[src/rtl/vic_raster_gen.sv]
// vic_raster_gen: programmable raster timing generator with a four-mode
// test pattern drawn from the 16-entry C64 palette. It has a frame-locked
// register shadow and a sticky raster-line interrupt. Every output is
// registered from the same (h,v) position, so the pins always describe one
// pixel, one clock after the counters reach it.
module vic_raster_gen #(
  parameter int H_ACTIVE  = 640,
  parameter int H_FP      = 16,
  parameter int H_SYNC    = 96,
  parameter int H_BP      = 48,
  parameter int V_ACTIVE  = 480,
  parameter int V_FP      = 10,
  parameter int V_SYNC    = 2,
  parameter int V_BP      = 33,
  parameter int HSYNC_POL = 0,
  parameter int VSYNC_POL = 0,
  parameter int BORDER_X  = 64,
  parameter int BORDER_Y  = 40,
  parameter int BAR_SHIFT = 5,
  parameter int COLOR_W   = 4
) (
  input  logic               clk,
  input  logic               reset,
  input  logic [1:0]         i_mode,
  input  logic [3:0]         i_border_color,
  input  logic [3:0]         i_bg_color,
  input  logic [9:0]         i_irq_line,
  input  logic               i_irq_ack,
  output logic               o_hsync,
  output logic               o_vsync,
  output logic               o_display_on,
  output logic [9:0]         o_hpos,
  output logic [9:0]         o_vpos,
  output logic [COLOR_W-1:0] o_red,
  output logic [COLOR_W-1:0] o_green,
  output logic [COLOR_W-1:0] o_blue,
  output logic               o_irq,
  output logic               o_frame_start
);

  localparam int H_TOTAL = H_ACTIVE + H_FP + H_SYNC + H_BP;
  localparam int V_TOTAL = V_ACTIVE + V_FP + V_SYNC + V_BP;

  // All position thresholds are held at counter width so compares stay exact.
  localparam logic [9:0] H_LAST   = 10'(H_TOTAL - 1);
  localparam logic [9:0] V_LAST   = 10'(V_TOTAL - 1);
  localparam logic [9:0] H_ACT    = 10'(H_ACTIVE);
  localparam logic [9:0] V_ACT    = 10'(V_ACTIVE);
  localparam logic [9:0] HS_START = 10'(H_ACTIVE + H_FP);
  localparam logic [9:0] HS_END   = 10'(H_ACTIVE + H_FP + H_SYNC);
  localparam logic [9:0] VS_START = 10'(V_ACTIVE + V_FP);
  localparam logic [9:0] VS_END   = 10'(V_ACTIVE + V_FP + V_SYNC);
  localparam logic [9:0] WIN_X0   = 10'(BORDER_X);
  localparam logic [9:0] WIN_X1   = 10'(H_ACTIVE - BORDER_X);
  localparam logic [9:0] WIN_Y0   = 10'(BORDER_Y);
  localparam logic [9:0] WIN_Y1   = 10'(V_ACTIVE - BORDER_Y);

  localparam logic HS_ASSERT = 1'(HSYNC_POL);
  localparam logic VS_ASSERT = 1'(VSYNC_POL);

  // Colour registers that come out of reset before the first frame capture.
  localparam logic [1:0] RST_MODE   = 2'd0;
  localparam logic [3:0] RST_BORDER = 4'd14;
  localparam logic [3:0] RST_BG     = 4'd6;

  logic [9:0] h;
  logic [9:0] v;

  logic [1:0] mode_sh;
  logic [3:0] border_sh;
  logic [3:0] bg_sh;

  logic       frame_origin;
  logic [1:0] eff_mode;
  logic [3:0] eff_border;
  logic [3:0] eff_bg;
  logic       active;
  logic       in_window;
  logic       hs_on;
  logic       vs_on;
  logic [3:0] bar_idx;
  logic [3:0] pix_idx;
  logic [11:0] pix_rgb;
  logic       irq_hit;

  // C64 palette as packed R,G,B nibbles.
  function automatic logic [11:0] palette(input logic [3:0] idx);
    logic [11:0] rgb;
    case (idx)
      4'd0:    rgb = 12'h000;
      4'd1:    rgb = 12'hFFF;
      4'd2:    rgb = 12'h833;
      4'd3:    rgb = 12'h7CC;
      4'd4:    rgb = 12'h839;
      4'd5:    rgb = 12'h5A4;
      4'd6:    rgb = 12'h329;
      4'd7:    rgb = 12'hBC7;
      4'd8:    rgb = 12'h852;
      4'd9:    rgb = 12'h540;
      4'd10:   rgb = 12'hB66;
      4'd11:   rgb = 12'h444;
      4'd12:   rgb = 12'h777;
      4'd13:   rgb = 12'h9E8;
      4'd14:   rgb = 12'h76D;
      default: rgb = 12'hAAA;
    endcase
    return rgb;
  endfunction

  // Widen a nibble to the DAC width by repeating it and keeping the top bits.
  // COLOR_W above 8 is outside the supported range.
  function automatic logic [COLOR_W-1:0] expand(input logic [3:0] n);
    logic [COLOR_W-1:0] r;
    r = '0;
    for (int i = 0; i < COLOR_W; i++) begin
      r[COLOR_W-1-i] = n[3-(i%4)];
    end
    return r;
  endfunction

  // Free-running raster counters; a reset aborts the frame and restarts at (0,0).
  always_ff @(posedge clk) begin
    if (!reset) begin
      h <= '0;
      v <= '0;
    end else if (h == H_LAST) begin
      h <= '0;
      v <= (v == V_LAST) ? 10'd0 : v + 10'd1;
    end else begin
      h <= h + 10'd1;
    end
  end

  // Position decode, plus the colour settings that apply to the current pixel.
  // At the frame origin the inputs are being captured on this very edge, so
  // they are used directly and pixel (0,0) belongs to the new frame.
  always_comb begin
    frame_origin = (h == 10'd0) && (v == 10'd0);
    eff_mode     = frame_origin ? i_mode         : mode_sh;
    eff_border   = frame_origin ? i_border_color : border_sh;
    eff_bg       = frame_origin ? i_bg_color     : bg_sh;
    active       = (h < H_ACT) && (v < V_ACT);
    in_window    = (h >= WIN_X0) && (h < WIN_X1) && (v >= WIN_Y0) && (v < WIN_Y1);
    hs_on        = (h >= HS_START) && (h < HS_END);
    vs_on        = (v >= VS_START) && (v < VS_END);
    bar_idx      = 4'((h - WIN_X0) >> BAR_SHIFT);
    irq_hit      = (h == 10'd0) && (v == i_irq_line);
  end

  // Palette index selection: border outside the window, pattern inside it.
  always_comb begin
    pix_idx = eff_border;
    if (in_window) begin
      case (eff_mode)
        2'd0:    pix_idx = eff_bg;
        2'd1:    pix_idx = bar_idx;
        2'd2:    pix_idx = v[3:0];
        default: pix_idx = (h[3] ^ v[3]) ? eff_border : eff_bg;
      endcase
    end
    pix_rgb = palette(pix_idx);
  end

  // Frame-locked shadow of the colour and mode inputs.
  always_ff @(posedge clk) begin
    if (!reset) begin
      mode_sh   <= RST_MODE;
      border_sh <= RST_BORDER;
      bg_sh     <= RST_BG;
    end else if (frame_origin) begin
      mode_sh   <= i_mode;
      border_sh <= i_border_color;
      bg_sh     <= i_bg_color;
    end
  end

  // Registered video outputs, all describing the pixel at the current (h,v).
  always_ff @(posedge clk) begin
    if (!reset) begin
      o_hsync       <= ~HS_ASSERT;
      o_vsync       <= ~VS_ASSERT;
      o_display_on  <= 1'b0;
      o_hpos        <= '0;
      o_vpos        <= '0;
      o_red         <= '0;
      o_green       <= '0;
      o_blue        <= '0;
      o_frame_start <= 1'b0;
    end else begin
      o_hsync       <= hs_on ? HS_ASSERT : ~HS_ASSERT;
      o_vsync       <= vs_on ? VS_ASSERT : ~VS_ASSERT;
      o_display_on  <= active;
      o_hpos        <= h;
      o_vpos        <= v;
      o_red         <= active ? expand(pix_rgb[11:8]) : '0;
      o_green       <= active ? expand(pix_rgb[7:4])  : '0;
      o_blue        <= active ? expand(pix_rgb[3:0])  : '0;
      o_frame_start <= frame_origin;
    end
  end

  // Sticky raster interrupt; a new hit takes priority over an acknowledge.
  // Lines beyond the frame never match because v never reaches them.
  always_ff @(posedge clk) begin
    if (!reset) begin
      o_irq <= 1'b0;
    end else if (irq_hit) begin
      o_irq <= 1'b1;
    end else if (i_irq_ack) begin
      o_irq <= 1'b0;
    end
  end

endmodule

[config.mk]
export PLATFORM = sky130hd
export DESIGN_NAME = vic_raster_gen
export DESIGN_NICKNAME = d
export VERILOG_FILES = /design/src/rtl/vic_raster_gen.sv
export SDC_FILE = /design/constraint.sdc
export NUM_CORES = 1
export LEC_CHECK = 0
export BUFFER_PORTS_ARGS = -buffer_cell sky130_fd_sc_hd__buf_4
export CORE_ASPECT_RATIO = 1.25
export CORE_MARGIN = 8
export CORE_UTILIZATION = 55
export CTS_CLUSTER_DIAMETER = 200
export DETAILED_ROUTE_END_ITERATION = 16
export GPL_TIMING_DRIVEN = 0
export PLACE_DENSITY = 0.79
export SYNTH_ARGS = -nofsm -noshare
export SYNTH_HDL_FRONTEND = slang
export SYNTH_SLANG_ARGS = --single-unit
export TNS_END_PERCENT = 100
[constraint.sdc]
create_clock -name clk -period 8.1 [get_ports clk]
set_clock_uncertainty 0.1 [all_clocks]
set_input_delay 1.215 -clock clk [delete_from_list [all_inputs] [get_ports clk]]
set_output_delay 1.215 -clock clk [all_outputs]
set_load 0.01 [all_outputs]
==> flow_summary_export.csv <==
group,metric,value,unit
timing,fmax,236,MHz
power_and_ir_drop,peakVddDrop,0.182,mV
floorplanning,fp.dieW,86.2,um
timing,worst_pin_slew,0.819,ns
global_routing,grt_pass1_wl,13700,um
timing,max-slew-margin-rel,0.451,
timing,hold_violations,0,
routing,wire_per_inst,15.1,um
layout,final_util,0.681,
cts,clkLatencyLatePin,0.35,ns
synth,ys_top_cells_by_area,"dfxtp_1 40%, ha_1 6.7%, nor2_1 4.8%, xor2_1 4.4%, and2_1 3.3%",
global_routing,overflow,0,
floorplanning,num_rows,32,
layout,drive_gt1_frac,0.218,
floorplanning,fp.coreArea,6050,um2
routing,drt_first_pass_iters,4,
cts,cts_hold_buf,0,
layout,instances_no_fill,543,
setup_path,worstPathRequired,8.28,ns
setup_path,r2r_setup_slack,3.86,ns
routing,viasPerCell,5.46,
global_routing,grt_antenna_before_repair,0,
routing,drt_iter0_markers,309,
cts,clock_sinks,67,
cts,path_clk_slew,0.07,ns
synth,synth-seq-cells,67,
place,dp_hpwl,6020,um
synth,syn-instance-count,384,
global_routing,grtUsageTotal,0.190,
place,dp_cells,527,
setup_path,worstPathMaxFanout,11,
cts,cts_tree,"yes",
setup_path,crit_path_end_kind,"register",
timing,setup_viol,0,
layout,num_antenna_cells,0,
layout,finalInstanceArea,4120,um2
cts,cts_resized,0,
cts,clock_path_buffers,2,
floorplanning,ios,60,
timing,drv_slew,0,
layout,fin_nets,494,
routing,final_antenna_net_count,0,
setup_path,criticalPathCategory,"reg -> reg",
timing,rsz0062_at_grt,"false",
synth,syn_nets,425,
setup_path,arrival,4.42,ns
timing,setup-tns-final,0,ns
timing,min_period_over_period,0.524,
synth,synth_ff_type,"dfxtp_1",
synth,synth_area,3380,um2
power_and_ir_drop,power.density,189,nW/um2
synth,synth_edf_count,0,
job,drv_cap,0,
place,place.gp.congestion,0.877,
synth,yosys_warnings,0,
place,port_buffers,58,
synth,async_reset_ff_frac,0,
routing,wirelength,8180,um
floorplanning,die_h,104,um
timing,period_needed,4.24,ns
routing,num_vias,2965,
hold_path,holdCritPathClass,"reg -> reg",
run_status,status,"completed",
synth,synth_top_area_cell,"dfxtp_1",
routing,drcViolationCount,0,
cts,root_buffer,"clkbuf_8",
floorplanning,start_util,0.560,
synth,synth_cell_types,61,
cts,htreeDepth,3,
cts,cts-buffers-inserted,9,
floorplanning,die_area,8930,um2
power_and_ir_drop,power.leakage,1.81,nW
synth,syn_area_per_cell,8.81,um2
setup_path,start_kind,"register",
cts,post-cts-setup-buffers,0,
synth,synth_top_area_frac,0.396,
place,dpl_cell_area,3930,um2
layout,area_delta_synth_final,21.7,%
global_routing,grt_pass1_vias,2897,
synth,ys_seq_area_frac,0.396,
global_routing,grt_max_degree,12,
-- registers in the layout, summed over array words and instances, names as in the netlist --
signal,flops
border_sh,4
o_hsync,1
o_green,4
o_frame_start,1
o_hpos,10
o_vpos,10
o_irq,1
mode_sh,2
h,10
v,10
bg_sh,4
o_red,4
o_vsync,1
o_display_on,1
o_blue,4
-- cell usage in the layout, fill, tap and decap left out, types with 4 or more instances in the layout --
master,count
nor3_1,9
buf_2,8
or3_1,5
and3_1,4
buf_4,61
clkbuf_1,12
xor2_1,17
ha_1,18
o21ai_0,9
inv_1,18
and2_1,18
nand4_1,9
clkbuf_8,10
xnor2_1,10
a31oi_1,4
dfxtp_1,67
a21oi_1,18
nand3_1,14
nor2_1,43
nand2_1,29
mux2i_1,7
-- critical path, stage by stage (launching register included) --
cell,delay (ns)
dfxtp_1,0.44
inv_1,0.16
ha_1,0.25
and4bb_1,0.22
and4_4,0.21
nand2_4,0.12
buf_2,0.26
o31ai_1,0.12
a2111o_1,0.43
o21ai_1,0.65
inv_1,0.33
ha_1,0.31
mux4_2,0.47
nor2_1,0.10
-- area by class of cell --
cell class / count / area, um2
Sequential cell: 67 / 1340
Clock inverter: 5 / 52.6
Clock buffer: 11 / 141
Multi-Input combinational cell: 275 / 1860
Inverter: 19 / 71.3
Fill cell: 500 / 1930
Buffer: 23 / 115
Tap cell: 85 / 106
Timing Repair Buffer: 58 / 435
-- where the power goes --
part / internal, mW / switching [mW]
logic: 0.0668 / 0.0827
registers: 0.348 / 0.00738
clock network: 0.149 / 0.125
-- routing by layer --
| metal | global-route usage | share of wire | vias to the layer above |
|---|---|---|---|
| li1 | - | - | 1467 |
| met1 | 0.223 | 0.43 | 1366 |
| met2 | 0.302 | 0.47 | 114 |
| met3 | 0.0545 | 0.080 | 18 |
| met4 | 0.0992 | 0.020 | 0 |
| met5 | 0 | 0 | - |
-- cells in the mapped netlist, types with 4 or more instances --
cell type and n:
mux2i_1 7, nor2_1 43, nand3_1 14, dfxtp_1 67, inv_1 18, nand2_1 29, ha_1 18, xor2_1 17
or3_1 5, a21oi_1 18, nand4_1 9, o21ai_0 9, nor3_1 9, and2_1 18, clkbuf_1 11, a31oi_1 4
and3_1 4, buf_2 8, xnor2_1 10
-- logic make-up after synthesis --
logic type      share of synthesized area
xor+xnor                           0.0699
buf+inv                            0.0551
fa+ha+maj                          0.0666
mux                                0.0374
simple gates                        0.250
flops                               0.396
compound gates                      0.125
-- through the flow --
step           hold WS [ns]  worst slack [ns]  total power [mW]
2_1_floorplan         0.326              4.48             0.458
3_5_place_dp          0.343              3.90             0.510
5_1_grt               0.375              3.54             0.817
6_report              0.353              3.86             0.778
3_3_place_gp          0.334              3.95             0.506
4_1_cts               0.359              3.88             0.782
-- final timing paths --
kind,start,endpoint,depth (start not counted)
worst min register to register,h[0],h[0],1
worst max-delay path,h[6],o_red[1],13
worst max register to register,h[6],o_red[1],13
worst min-delay path,h[0],h[0],1
No activity file was read; power rests on OpenSTA's default activity.
